`config.mk`:
```
export PLATFORM = sky130hd
export DESIGN_NAME = bitwise_rtp_module
export DESIGN_NICKNAME = d
export VERILOG_FILES = /design/src/rtl/bitwise_rtp_module.sv
export SDC_FILE = /design/constraint.sdc
export NUM_CORES = 1
export LEC_CHECK = 0
export ABC_AREA = 1
export CAP_MARGIN = 20
export CORE_ASPECT_RATIO = 0.5
export CORE_MARGIN = 3
export CORE_UTILIZATION = 36
export CTS_BUF_LIST = sky130_fd_sc_hd__clkbuf_2 sky130_fd_sc_hd__clkbuf_4 sky130_fd_sc_hd__clkbuf_8
export DETAILED_ROUTE_END_ITERATION = 6
export GPL_TIMING_DRIVEN = 0
export PLACE_DENSITY = 0.65
export SYNTH_ARGS = -nofsm -noshare
export SYNTH_HDL_FRONTEND = slang
export SYNTH_SLANG_ARGS = --single-unit
```
`constraint.sdc`:
```
create_clock -name clk -period 1.9 [get_ports clk]
set_input_delay 0.38 -clock clk [delete_from_list [all_inputs] [get_ports clk]]
set_output_delay 0.38 -clock clk [all_outputs]
set_load 0.01 [all_outputs]
```
`src/rtl/bitwise_rtp_module.sv`:
```
// RTP packetiser: emits a 12-byte RTP header, then packs a serial MSB-first bit stream into bytes.
// Build option: define BITWISE_RTP_ZERO_PAD_EN to emit a final partial byte left-aligned and zero-padded.

module bitwise_rtp_module #(
   parameter logic [6:0]  PAYLOAD_TYPE = 7'd96,
   parameter logic [31:0] SSRC         = 32'h1234_5678,
   parameter logic [15:0] SEQ_INIT     = 16'h0000
) (
   input  logic        clk,
   input  logic        rst,
   input  logic        data_in,
   input  logic        data_valid_in,
   input  logic        prepare_for_data,
   input  logic [15:0] payload_size,
   input  logic [31:0] rtp_timestamp,
   input  logic        rtp_marker_in,
   output logic [7:0]  data_out,
   output logic        valid_out,
   output logic        ready_for_data,
   output logic        send_out
);

   // state    | meaning
   // ---------+------------------------------------------------------------
   // S_IDLE   | waiting for prepare_for_data; outputs quiet
   // S_HEADER | streaming header bytes 1..11 (byte 0 leaves on the start edge)
   // S_PAYLOAD| ready_for_data high; packing accepted bits into bytes
   localparam logic [1:0] S_IDLE    = 2'd0;
   localparam logic [1:0] S_HEADER  = 2'd1;
   localparam logic [1:0] S_PAYLOAD = 2'd2;

   logic [1:0]  state;
   logic [15:0] seq;
   logic [15:0] bits_left;
   logic [31:0] ts_q;
   logic        marker_q;
   logic [3:0]  hdr_left;
   logic [2:0]  bit_pos;
   logic [7:0]  byte_q;

   logic [3:0]  hdr_idx;
   logic [7:0]  hdr_byte;
   logic [7:0]  byte_next;
   logic [7:0]  pad_byte;
   logic        byte_full;
   logic        last_bit;
   logic        emit_pad;

   // hdr_left counts down the header bytes still owed; index 0 is sent on the start edge
   assign hdr_idx = 4'd12 - hdr_left;

   always_comb begin
      hdr_byte = 8'h00;
      case (hdr_idx)
         4'd0:    hdr_byte = 8'h80;
         4'd1:    hdr_byte = {marker_q, PAYLOAD_TYPE};
         4'd2:    hdr_byte = seq[15:8];
         4'd3:    hdr_byte = seq[7:0];
         4'd4:    hdr_byte = ts_q[31:24];
         4'd5:    hdr_byte = ts_q[23:16];
         4'd6:    hdr_byte = ts_q[15:8];
         4'd7:    hdr_byte = ts_q[7:0];
         4'd8:    hdr_byte = SSRC[31:24];
         4'd9:    hdr_byte = SSRC[23:16];
         4'd10:   hdr_byte = SSRC[15:8];
         4'd11:   hdr_byte = SSRC[7:0];
         default: hdr_byte = 8'h00;
      endcase
   end

   assign byte_next = {byte_q[6:0], data_in};
   assign byte_full = (bit_pos == 3'd7);
   assign last_bit  = (bits_left == 16'd1);

`ifdef BITWISE_RTP_ZERO_PAD_EN
   // only the bit_pos+1 low bits are fresh; shifting left drops stale bits of the previous byte
   assign emit_pad = last_bit && !byte_full;
   assign pad_byte = byte_next << (3'd7 - bit_pos);
`else
   assign emit_pad = 1'b0;
   assign pad_byte = 8'h00;
`endif

   always_ff @(posedge clk) begin
      if (rst) begin
         state          <= S_IDLE;
         seq            <= SEQ_INIT;
         bits_left      <= 16'd0;
         ts_q           <= 32'd0;
         marker_q       <= 1'b0;
         hdr_left       <= 4'd0;
         bit_pos        <= 3'd0;
         byte_q         <= 8'h00;
         data_out       <= 8'h00;
         valid_out      <= 1'b0;
         ready_for_data <= 1'b0;
         send_out       <= 1'b0;
      end else begin
         send_out  <= 1'b0;
         valid_out <= 1'b0;
         data_out  <= 8'h00;
         case (state)
            S_IDLE: begin
               if (prepare_for_data) begin
                  state     <= S_HEADER;
                  send_out  <= 1'b1;
                  valid_out <= 1'b1;
                  data_out  <= 8'h80;
                  hdr_left  <= 4'd11;
                  bits_left <= payload_size;
                  ts_q      <= rtp_timestamp;
                  marker_q  <= rtp_marker_in;
                  bit_pos   <= 3'd0;
                  byte_q    <= 8'h00;
               end
            end
            S_HEADER: begin
               if (hdr_left != 4'd0) begin
                  valid_out <= 1'b1;
                  data_out  <= hdr_byte;
                  hdr_left  <= hdr_left - 4'd1;
               end else if (bits_left == 16'd0) begin
                  state <= S_IDLE;
                  seq   <= seq + 16'd1;
               end else begin
                  state          <= S_PAYLOAD;
                  ready_for_data <= 1'b1;
               end
            end
            S_PAYLOAD: begin
               if (data_valid_in) begin
                  byte_q    <= byte_next;
                  bit_pos   <= bit_pos + 3'd1;
                  bits_left <= bits_left - 16'd1;
                  if (byte_full) begin
                     valid_out <= 1'b1;
                     data_out  <= byte_next;
                  end else if (emit_pad) begin
                     valid_out <= 1'b1;
                     data_out  <= pad_byte;
                  end
                  if (last_bit) begin
                     state          <= S_IDLE;
                     ready_for_data <= 1'b0;
                     seq            <= seq + 16'd1;
                  end
               end
            end
            default: begin
               state          <= S_IDLE;
               ready_for_data <= 1'b0;
            end
         endcase
      end
   end

endmodule

```
==> results.ini, run 1 <==
[clock_tree]
cts_num_sinks = 92
cts_buffers = 9
hold_buffers = 0
h-tree-depth = 3
clockBufferDepth = 2
clk_latency_ns = 0.38
cts-root-buf = clkbuf_8
clkTransAtPathRegs_ns = 0.10
cts_tree = done

[floorplan]
die_h_um = 87.9
io_pins = 65
row_count = 29
fp.coreArea_um2 = 12900
initial_core_util = 0.375
die_w_um = 170
dieArea_um2 = 14900

[synthesis]
synthCells = 700
synth_nets = 764
synth_area_leader_cell = dfxtp_1
syn_avg_cell_area_um2 = 6.89
synth_seq_cells = 92
ys_types = 35
async_flop_share = 0
syn_area_um2 = 4820
netlist.area_leader.share = 0.382
yosysWarnings = 0
synth_area_leaders = dfxtp_1 38%, nand2_1 12%, nor2_1 8.9%, o21ai_0 6.7%, nand4_1 5.8%
ys_seq_area_frac = 0.382
synth_edf_count = 0
synth_ff_type = dfxtp_1

[finish]
final_net_count = 842
antenna_cells = 0
area_growth_pct = 25.0
final_design_area_no_fill_um2 = 6030
finalNonFillerCells = 953
fill_cells = 1322
drive_above_1_share = 0.111

[sta]
rsz0062_at_grt = true
slew_viol_final = 0
fin_ws_ns = -0.0352
period_needed_ns = 1.94
tightestPinTransition_ns = 0.652
max_clock_freq_ghz = 0.517
finalCritPeriodShare = 1.02
setup_violations = 2
slew_headroom = 0.565
worst_clock_skew_ns = 0.0114
finalHoldViolations = 0

[placed_design]
post_dp_cell_area_um2 = 5670
place_ws_ns = -0.255
post-dp-hpwl_um = 10500
portBuffers = 63
gp_congestion = 0.960
dp.cells = 933

[outcome]
violations = setup timing
status = complete, but fails checks

[global_routing]
grt-ovfl-total = 0
track_usage = 0.193
grt_pass1_wl_um = 22800
grt_max_degree = 18
first_global_vias = 4561
antenna_found_initial = 0

[setup_path]
worstPathArrival_ns = 2.19
critPathMaxFanout = 10
cp-end-kind = flip-flop
setup.worst_path.start_class = flip-flop
cp.required_ns = 2.15
critPathKind = reg2reg

[route]
drt_wl_total_um = 14100
dr_wl_met2_um = 6280
top_layer = met4
vias_per_cell = 5.14
met1_length_um = 6860
wire_per_inst_um = 14.8
drt_pass1_iterations = 5
drt_iter0_markers = 313
remaining_drc_errors = 0
wl_met3_um = 849
vias = 4894
antenna_left = 0

[power_and_ir_drop]
finalPower_mw = 5.58
irDropWorstVdd_v = 0.000347
powerDensity_nw_per_um2 = 926
p_leak_nw = 2.38

[run]
cap_violations = 0

[hold_path]
hold_path.class = in2reg

==> final cells by class <==
class	count	area, um2	share of cell area
repair buffers	70	681	0.113
flip-flops and latches	92	1850	0.306
well taps	170	213	0.0353
clock buffers	9	124	0.0205
multi-input cells	524	2700	0.447
plain buffers	41	253	0.0419
inverters	40	156	0.0259
clock inverters	7	60.1	0.00996
==> routing by layer <==
| metal | vias up | track usage |
|---|---|---|
| met5 | - | 0 |
| met4 | 0 | 0.0408 |
| met3 | 13 | 0.0514 |
| met2 | 125 | 0.311 |
| met1 | 2260 | 0.263 |
| li1 | 2496 | - |
==> cells in the final DEF, fill, tap and decap left out, types with 9 or more instances in the layout <==
cell type          n
a21oi_1           48
nand2_1          148
xnor2_1           12
clkbuf_1          19
xor2_1             9
dfxtp_1           89
nand3_1           20
nand4_1           45
clkdlybuf4s50_1   63
buf_4              9
a31oi_1            9
inv_1             33
o21ai_0           64
clkbuf_8           9
nor2_1           108
nand2_2           10
==> final timing paths <==
path | from | endpoint | slack [ns] | cells after the start
worst min-delay path | rst | data_out[0] | 0.46 | 2
worst max-delay path | hdr_left[1] | data_out[2] | -0.04 | 11
worst min register to register | bit_pos[0] | bit_pos[0] | 0.47 | 1
worst max register to register | hdr_left[1] | data_out[2] | -0.04 | 11
==> critical path: stages (launching register included) <==
cell	delay [ns]
dfxtp_4	0.39
clkinvlp_4	0.14
ha_4	0.21
xnor2_4	0.24
inv_4	0.09
buf_8	0.15
nand4_1	0.09
nand2_1	0.07
nor2_2	0.18
nand2_1	0.10
nand2_2	0.07
a21oi_2	0.06
==> power by group <==
| group | internal, mW | leakage, nW | switching, mW |
|---|---|---|---|
| combinational | 0.779 | 1.54 | 1.21 |
| clock | 0.493 | 0.0840 | 0.770 |
| sequential | 2.15 | 0.757 | 0.178 |
==> cell usage after synthesis (2+ instances only) <==
| cell | number |
|---|---|
| a211oi_1 | 2 |
| a21oi_1 | 52 |
| a31oi_1 | 9 |
| buf_2 | 8 |
| buf_4 | 4 |
| buf_6 | 3 |
| clkbuf_1 | 26 |
| dfxtp_1 | 92 |
| ha_1 | 10 |
| inv_1 | 35 |
| inv_2 | 4 |
| nand2_1 | 155 |
| nand2_2 | 3 |
| nand3_1 | 20 |
| nand4_1 | 45 |
| nor2_1 | 114 |
| nor2_4 | 3 |
| nor3_1 | 9 |
| o211ai_1 | 5 |
| o21ai_0 | 65 |
| o21ai_1 | 2 |
| or2_2 | 2 |
| xnor2_1 | 12 |
| xor2_1 | 9 |
==> flip-flops by register name (all words and copies together) (netlist names) <==
name            count
byte_q              7
seq                16
bit_pos             3
bits_left          16
hdr_left            4
ready_for_data      1
data_out            8
ts_q               32
send_out            1
marker_q            1
valid_out           1
state               2
==> logic make-up (layout without fill, tap and decap cells) <==
| kind of cell | count (synthesis) | in the layout | share of synthesized area |
|---|---|---|---|
| and+or+nand+nor | 354 | 354 | 0.317 |
| AOI/OAI and AO/OA | 138 | 138 | 0.154 |
| DFF | 92 | 92 | 0.382 |
| buffers and inverters | 84 | 167 | 0.0778 |
| xor gates and xnor gates | 22 | 22 | 0.0438 |
| adders and majority gates | 10 | 10 | 0.0259 |
==> per-stage QoR <==
stage	util	setup TNS [ns]	hold slack, ns
6_report	0.468	-0.0507	0.456
5_1_grt	0.468	-1.43	0.481
4_1_cts	0.455	0	0.450
3_5_place_dp	0.440	-8.26	0.456
3_3_place_gp	0.440	-7.32	0.454
2_1_floorplan	-	0	0.429
==> timing repair <==
action,CTS,global route
setup buffers,2,3
gates cloned,0,2
gates resized for setup,7,48
pin swaps,1,17
endpoints found under the setup margin,16,25
(Power assumes the default switching activity.)
==> run 2, diff against run 1 <==
Settings changed: CAP_MARGIN 20 to 5.
==> results of run 2 <==
Same layout as run 1: the final DEF is identical, and so are final timing and power.
==> run 3, diff against run 2 <==
Settings changed: CTS_CLUSTER_SIZE set to 12.
==> results of run 3 <==
Same layout as run 1: the final DEF is identical, and so are final timing and power.
